### src/rtl/gin_pkg.sv
// Shared types for the GIN tag sequencer.
// Tag and data widths come from the XID_BITS / YID_BITS / DATA_BITS macros;
// defaults are provided here when the build does not set them.
`ifndef XID_BITS
`define XID_BITS 4
`endif
`ifndef YID_BITS
`define YID_BITS 4
`endif
`ifndef DATA_BITS
`define DATA_BITS 16
`endif

package gin_pkg;
    typedef enum logic [1:0] {IDLE, RUN, DRAIN, DONE} gin_seq_state_e;
    typedef logic [`XID_BITS-1:0] xid_t;
    typedef logic [`YID_BITS-1:0] yid_t;
endpackage

### src/rtl/gin_out_reg.sv
// Single-entry valid/ready output register carrying {tag_y, tag_x, data}.
// A load always wins; otherwise a handshake empties the entry. Contents
// are held untouched while valid is high and ready is low.
module gin_out_reg #(
    parameter int W = 24
) (
    input  logic         clk,
    input  logic         rst,
    input  logic         load,
    input  logic [W-1:0] load_payload,
    input  logic         ready,
    output logic         valid,
    output logic [W-1:0] payload
);

    // Entry state: load new word, or drop the current one once taken downstream.
    always_ff @(posedge clk) begin
        if (rst) begin
            valid   <= 1'b0;
            payload <= '0;
        end else if (load) begin
            valid   <= 1'b1;
            payload <= load_payload;
        end else if (ready) begin
            valid   <= 1'b0;
        end
    end

endmodule

### src/rtl/gin_tag_sequencer.sv
// GIN tag sequencer: stamps each accepted GLB word with (row, column) tags
// from a configured x/y/repeat loop nest and presents it on a registered
// valid/ready stream to the Y-bus.
// Optional build macro GIN_TAG_PERF_EN adds perf_stall / perf_starve counters.
module gin_tag_sequencer
    import gin_pkg::*;
#(
    parameter int XID_W  = `XID_BITS,
    parameter int YID_W  = `YID_BITS,
    parameter int REP_W  = 8,
    parameter int DATA_W = `DATA_BITS
) (
    input  logic              clk,
    input  logic              rst,
    input  logic              start,
    input  logic [XID_W-1:0]  cfg_x_base,
    input  logic [XID_W-1:0]  cfg_x_last,
    input  logic [YID_W-1:0]  cfg_y_base,
    input  logic [YID_W-1:0]  cfg_y_last,
    input  logic [REP_W-1:0]  cfg_rep_last,
    output logic              busy,
    output logic              done,
    input  logic              in_valid,
    input  logic [DATA_W-1:0] in_data,
    output logic              in_ready,
    output logic              out_valid,
    output logic [DATA_W-1:0] out_data,
    output logic [YID_W-1:0]  out_tag_y,
    output logic [XID_W-1:0]  out_tag_x,
    input  logic              out_ready
`ifdef GIN_TAG_PERF_EN
    ,
    output logic [31:0]       perf_stall,
    output logic [31:0]       perf_starve
`endif
);

    localparam int PW = YID_W + XID_W + DATA_W;

    gin_seq_state_e   state_q, state_d;
    logic [XID_W-1:0] x_base_q, x_last_q, x_cnt_q;
    logic [YID_W-1:0] y_base_q, y_last_q, y_cnt_q;
    logic [REP_W-1:0] rep_last_q, rep_cnt_q;
    logic             start_ok, accept, x_wrap, y_wrap, last_word;
    logic [PW-1:0]    load_payload, payload;

    assign start_ok  = start && (state_q == IDLE);
    assign in_ready  = (state_q == RUN) && (!out_valid || out_ready);
    assign accept    = in_valid && in_ready;
    assign x_wrap    = (x_cnt_q == x_last_q);
    assign y_wrap    = (y_cnt_q == y_last_q);
    assign last_word = x_wrap && y_wrap && (rep_cnt_q == rep_last_q);

    // Tags wrap modulo the tag width: base + count is simply truncated.
    assign load_payload = {y_base_q + y_cnt_q, x_base_q + x_cnt_q, in_data};
    assign {out_tag_y, out_tag_x, out_data} = payload;

    // State register.
    always_ff @(posedge clk) begin
        if (rst) state_q <= IDLE;
        else     state_q <= state_d;
    end

    // Sequence control: next state plus busy/done decode.
    always_comb begin
        state_d = state_q;
        busy    = 1'b0;
        done    = 1'b0;
        case (state_q)
            IDLE: begin
                if (start) state_d = RUN;
            end
            RUN: begin
                busy = 1'b1;
                if (accept && last_word) state_d = DRAIN;
            end
            DRAIN: begin
                busy = 1'b1;
                if (out_valid && out_ready) state_d = DONE;
            end
            DONE: begin
                done    = 1'b1;
                state_d = IDLE;
            end
            default: state_d = IDLE;
        endcase
    end

    // Configuration is captured only by a start seen in IDLE.
    always_ff @(posedge clk) begin
        if (rst) begin
            x_base_q   <= '0;
            x_last_q   <= '0;
            y_base_q   <= '0;
            y_last_q   <= '0;
            rep_last_q <= '0;
        end else if (start_ok) begin
            x_base_q   <= cfg_x_base;
            x_last_q   <= cfg_x_last;
            y_base_q   <= cfg_y_base;
            y_last_q   <= cfg_y_last;
            rep_last_q <= cfg_rep_last;
        end
    end

    // Loop nest: x innermost, then y, then repeat; advances on each accepted word.
    always_ff @(posedge clk) begin
        if (rst || start_ok) begin
            x_cnt_q   <= '0;
            y_cnt_q   <= '0;
            rep_cnt_q <= '0;
        end else if (accept) begin
            if (!x_wrap) begin
                x_cnt_q <= x_cnt_q + 1'b1;
            end else begin
                x_cnt_q <= '0;
                if (!y_wrap) begin
                    y_cnt_q <= y_cnt_q + 1'b1;
                end else begin
                    y_cnt_q   <= '0;
                    rep_cnt_q <= rep_cnt_q + 1'b1;
                end
            end
        end
    end

    gin_out_reg #(.W(PW)) u_out_reg (
        .clk          (clk),
        .rst          (rst),
        .load         (accept),
        .load_payload (load_payload),
        .ready        (out_ready),
        .valid        (out_valid),
        .payload      (payload)
    );

`ifdef GIN_TAG_PERF_EN
    function automatic logic [31:0] sat_inc(input logic [31:0] v);
        return (v == 32'hFFFF_FFFF) ? v : v + 32'd1;
    endfunction

    // Stall / starve counters, cleared by reset and by each accepted start.
    always_ff @(posedge clk) begin
        if (rst || start_ok) begin
            perf_stall  <= '0;
            perf_starve <= '0;
        end else begin
            if (out_valid && !out_ready)
                perf_stall <= sat_inc(perf_stall);
            if ((state_q == RUN) && !in_valid && !out_valid)
                perf_starve <= sat_inc(perf_starve);
        end
    end
`endif

endmodule

### config.mk
export PLATFORM = sky130hd
export DESIGN_NAME = gin_tag_sequencer
export DESIGN_NICKNAME = d
export VERILOG_FILES = /design/src/rtl/gin_pkg.sv /design/src/rtl/gin_out_reg.sv /design/src/rtl/gin_tag_sequencer.sv
export SDC_FILE = /design/constraint.sdc
export NUM_CORES = 1
export LEC_CHECK = 0
export ABC_AREA = 0
export CAP_MARGIN = 20
export CELL_PAD_IN_SITES_DETAIL_PLACEMENT = 0
export CELL_PAD_IN_SITES_GLOBAL_PLACEMENT = 1
export CORE_MARGIN = 5
export CORE_UTILIZATION = 33
export DETAILED_ROUTE_END_ITERATION = 8
export PLACE_DENSITY_LB_ADDON = 0.1
export SLEW_MARGIN = 30
export SYNTH_ARGS = -nofsm -noshare
export SYNTH_HDL_FRONTEND = slang
export SYNTH_HIERARCHICAL = 1
export SYNTH_SLANG_ARGS = --single-unit
### constraint.sdc
create_clock -name clk -period 1.9 [get_ports clk]
set_input_delay 0.19 -clock clk [delete_from_list [all_inputs] [get_ports clk]]
set_output_delay 0.19 -clock clk [all_outputs]
set_load 0.05 [all_outputs]
==> metrics.md <==
| Metric | Value |
|---|---|
| Max_cap viols | `0` |
| Post-synthesis sequential area ratio | `43.9%` |
| Power Dens Cells | `1010 nW/um2` |
| Gr busiest metal | `met2` |
| CTS tree | `built` |
| Share of layout cells above drive strength 1 | `12.4%` |
| Drt pass-1 iters | `4` |
| Synth top area share | `43.9%` |
| Worst-margin pin slew | `0.542 ns` |
| Avg WL per Cell | `13.7 um` |
| Htree depth | `3` |
| Met1 usage | `16.1%` |
| Area share of fa/ha/maj cells after synthesis | `7.05%` |
| Slowest Stage Delay on Critical Path | `0.53 ns` |
| # nets final | `485` |
| Crit start category | `flip-flop` |
| PortBufs | `72` |
| Placement Setup Slack | `-0.00733 ns` |
| Detail Placement HPWL | `5500 um` |
| Critical Path, Cell by Cell | `xor2_1 > nor4_4 > buf_6 > nand3_4 > or4_4 > a21oi_2` |
| Final setup margin | `0.102 ns` |
| Clock skew | `0.00627 ns` |
| Worst Hold Class | `input port to flip-flop` |
| Reg clk slew, reported paths | `0.07 ns` |
| CP required | `2.17 ns` |
| Synth Area in Compound Gates | `9.75%` |
| Post-synthesis mux area share | `8.85%` |
| Synth area leader | `dfxtp_1` |
| Final slew viol count | `0` |
| Fmax | `0.556 GHz` |
| Area growth, synth to finish | `37.2%` |
| Simple-gate share of the synthesized area | `18.5%` |
| Grt met3 use | `4.61%` |
| Die Y | `106 um` |
| Setup crit end kind | `flip-flop` |
| Routed Antenna Nets | `0` |
| Routed WL | `7370 um` |
| RSZ-0062 raised after global routing | `yes` |
| Mapped Area | `3050 um2` |
| Warnings, synthesis | `6` |
| Post-route minimum period | `1.80 ns` |
| Final Cycle Share | `94.6%` |
| Final non-filler cell total | `539` |
| First-pass GRT wire length | `12000 um` |
| Vias per cell | `4.70` |
| Fin util | `45.8%` |
| Clk buf depth | `2` |
| Worst slew margin | `63.8%` |
| Grt total ovfl | `0` |
| Final hold violation count | `0` |
| Largest net degree at the start of global routing | `35` |
| Area after DPL | `3970 um2` |
| Pleak | `1.74 nW` |
| Design Area, Final | `4190 um2` |
| Gate count after technology mapping | `331` |
| Total die area | `11300 um2` |
| Synth Register Bits | `67` |
| Post-synthesis xor/xnor area fraction | `7.74%` |
| Peak supply drop | `0.000394 V` |
| Drt first-iter violations | `30` |
| Arr. time, crit path | `2.06 ns` |
| Via count of the routed design | `2533` |
| Largest family of logic cells by synthesized area | `simple AND/OR/NAND/NOR gates` |
| Tot GR Track Use | `13.6%` |
| # diodes | `0` |
| Final-report setup violation count | `0` |
| Net Count, Synth | `392` |
| Yosys cell types | `39` |
| Crit path max fanout | `6` |
| # IOs | `73` |
| CTS Buf Count | `9` |
| Clock sink count | `67` |
| Die X | `106 um` |
| Initial core utilization | `33.4%` |
| FP Rows | `35` |
| Avg Inst Size Synth | `9.23 um2` |
| CP Class | `flip-flop to flip-flop` |
| Drt drc | `0` |
| Slowest-stage cell, CP | `or4_4` |
| Clk_lat worst skew | `0.34 ns` |
| Post-CTS Hold Fix Bufs | `0` |
| Synth area leaders | `dfxtp_1 (44%), mux2i_1 (8.8%), nand2_1 (7.1%)` |
| Root Buffer | `clkbuf_8` |
| Initial antenna violation count | `0` |
| Final RePlAce weighted congestion | `0.814` |
| Vias in the first global route | `2519` |
| Met2 Track Usage GR | `23.3%` |
| Outcome | `complete, no violations` |
| # placed instances | `519` |
| Core area | `9150 um2` |
==> path summary, 6_finish.rpt <==
path          startpoint               endpoint  slack (ns)  cells after the start
max           x_cnt_q[3]           rep_cnt_q[7]        0.10                      6
min                  rst  u_out_reg/payload[22]        0.24                      2
max reg2reg   x_cnt_q[3]           rep_cnt_q[7]        0.10                      6
min reg2reg  y_base_q[2]            y_base_q[2]        0.46                      2
==> cells in the final DEF, fill, tap and decap left out, types with 3 or more instances in the layout <==
master            n
o31a_1            3
o21a_1            3
nor4_1            4
clkbuf_8         10
buf_4            26
dfxtp_1          66
clkdlybuf4s50_1  68
mux2i_1          27
nand2_1          58
xor2_1           23
xnor2_1           4
a21oi_1          31
o21ai_0           3
inv_1             8
nand4_1           3
ha_1             14
clkinv_2          3
nor2_1           36
==> per-layer routing <==
metal | up-vias | routed length [um]
met4 | 0 | 58
met3 | 6 | 363
met5 | - | 0
li1 | 1299 | -
met1 | 1180 | 3240
met2 | 48 | 3710
==> cell families after synthesis <==
family,count (synthesis)
multiplexers,27
adder cells (fa/ha/maj),16
AND/OR/NAND/NOR,120
AO/OA/AOI/OAI,51
XOR/XNOR,27
buffers and inverters,23
flip-flops,67
==> cells in the mapped netlist (all sizes together) <==
master  count
a22oi       1
nand2b      2
mux2i      27
and3        2
nand3b      1
clkbuf      9
buf         6
ha         14
o21a        3
nand2      58
nand4b      1
o311ai      1
dfxtp      67
nor4        7
a21oi      33
o31a        3
or3         1
nand3       3
o211ai      1
o31ai       2
and3b       1
o41ai       1
a21o        2
o21ai       3
fa          2
nor2b       1
xnor2       4
or4         2
and2        2
a31oi       1
xor2       23
nand4       3
nor2       36
inv         8
==> repair_timing <==
action,4_1_cts,5_1_grt
setup endpoints to repair,3,4
pin swaps,1,4
resized for setup,0,8
buffers inserted,1,4
==> worst max-delay path: cells and delay by family (launching register included) <==
family                 cells  cell delay [ns]
AND/OR/NAND/NOR            3             0.93
flip-flops                 1             0.34
XOR/XNOR                   1             0.18
buffers and inverters      1             0.17
AO/OA/AOI/OAI              1             0.12
==> flip-flops by register name, summed over array words and instances, names as in the netlist <==
register / cells
x_last_q: 4
rep_cnt_q: 8
x_cnt_q: 4
state_q: 2
u_out_reg/valid: 1
y_base_q: 4
y_last_q: 4
rep_last_q: 8
x_base_q: 4
y_cnt_q: 4
u_out_reg/payload: 24
==> through the flow <==
step                hold slack (ns)  total power, mW  setup TNS (ns)
detailed placement            0.454             3.23        -0.00835
global placement              0.451             3.21               0
CTS                           0.222             4.28               0
floorplan                     0.326             2.72               0
global route                  0.242             4.55         -0.0193
finish                        0.239             4.25               0
==> area by class of cell <==
| cell class | instances | area, um2 |
|---|---|---|
| clock buffer | 12 | 145 |
| clock inverter | 3 | 15.0 |
| fill | 936 | 4960 |
| inverter | 8 | 30.0 |
| multi-input combinational | 241 | 1610 |
| sequential | 67 | 1340 |
| tap | 111 | 139 |
| timing repair buffer | 97 | 912 |
==> power by group <==
group          internal, mW  switching, mW  leakage, nW  total (mW)
Combinational         0.664          0.922         1.11        1.59
Sequential             1.56          0.105        0.545        1.67
Clock                 0.496          0.500       0.0860       0.996
Total                  2.72           1.53         1.74        4.25
(Power assumes the default switching activity.)
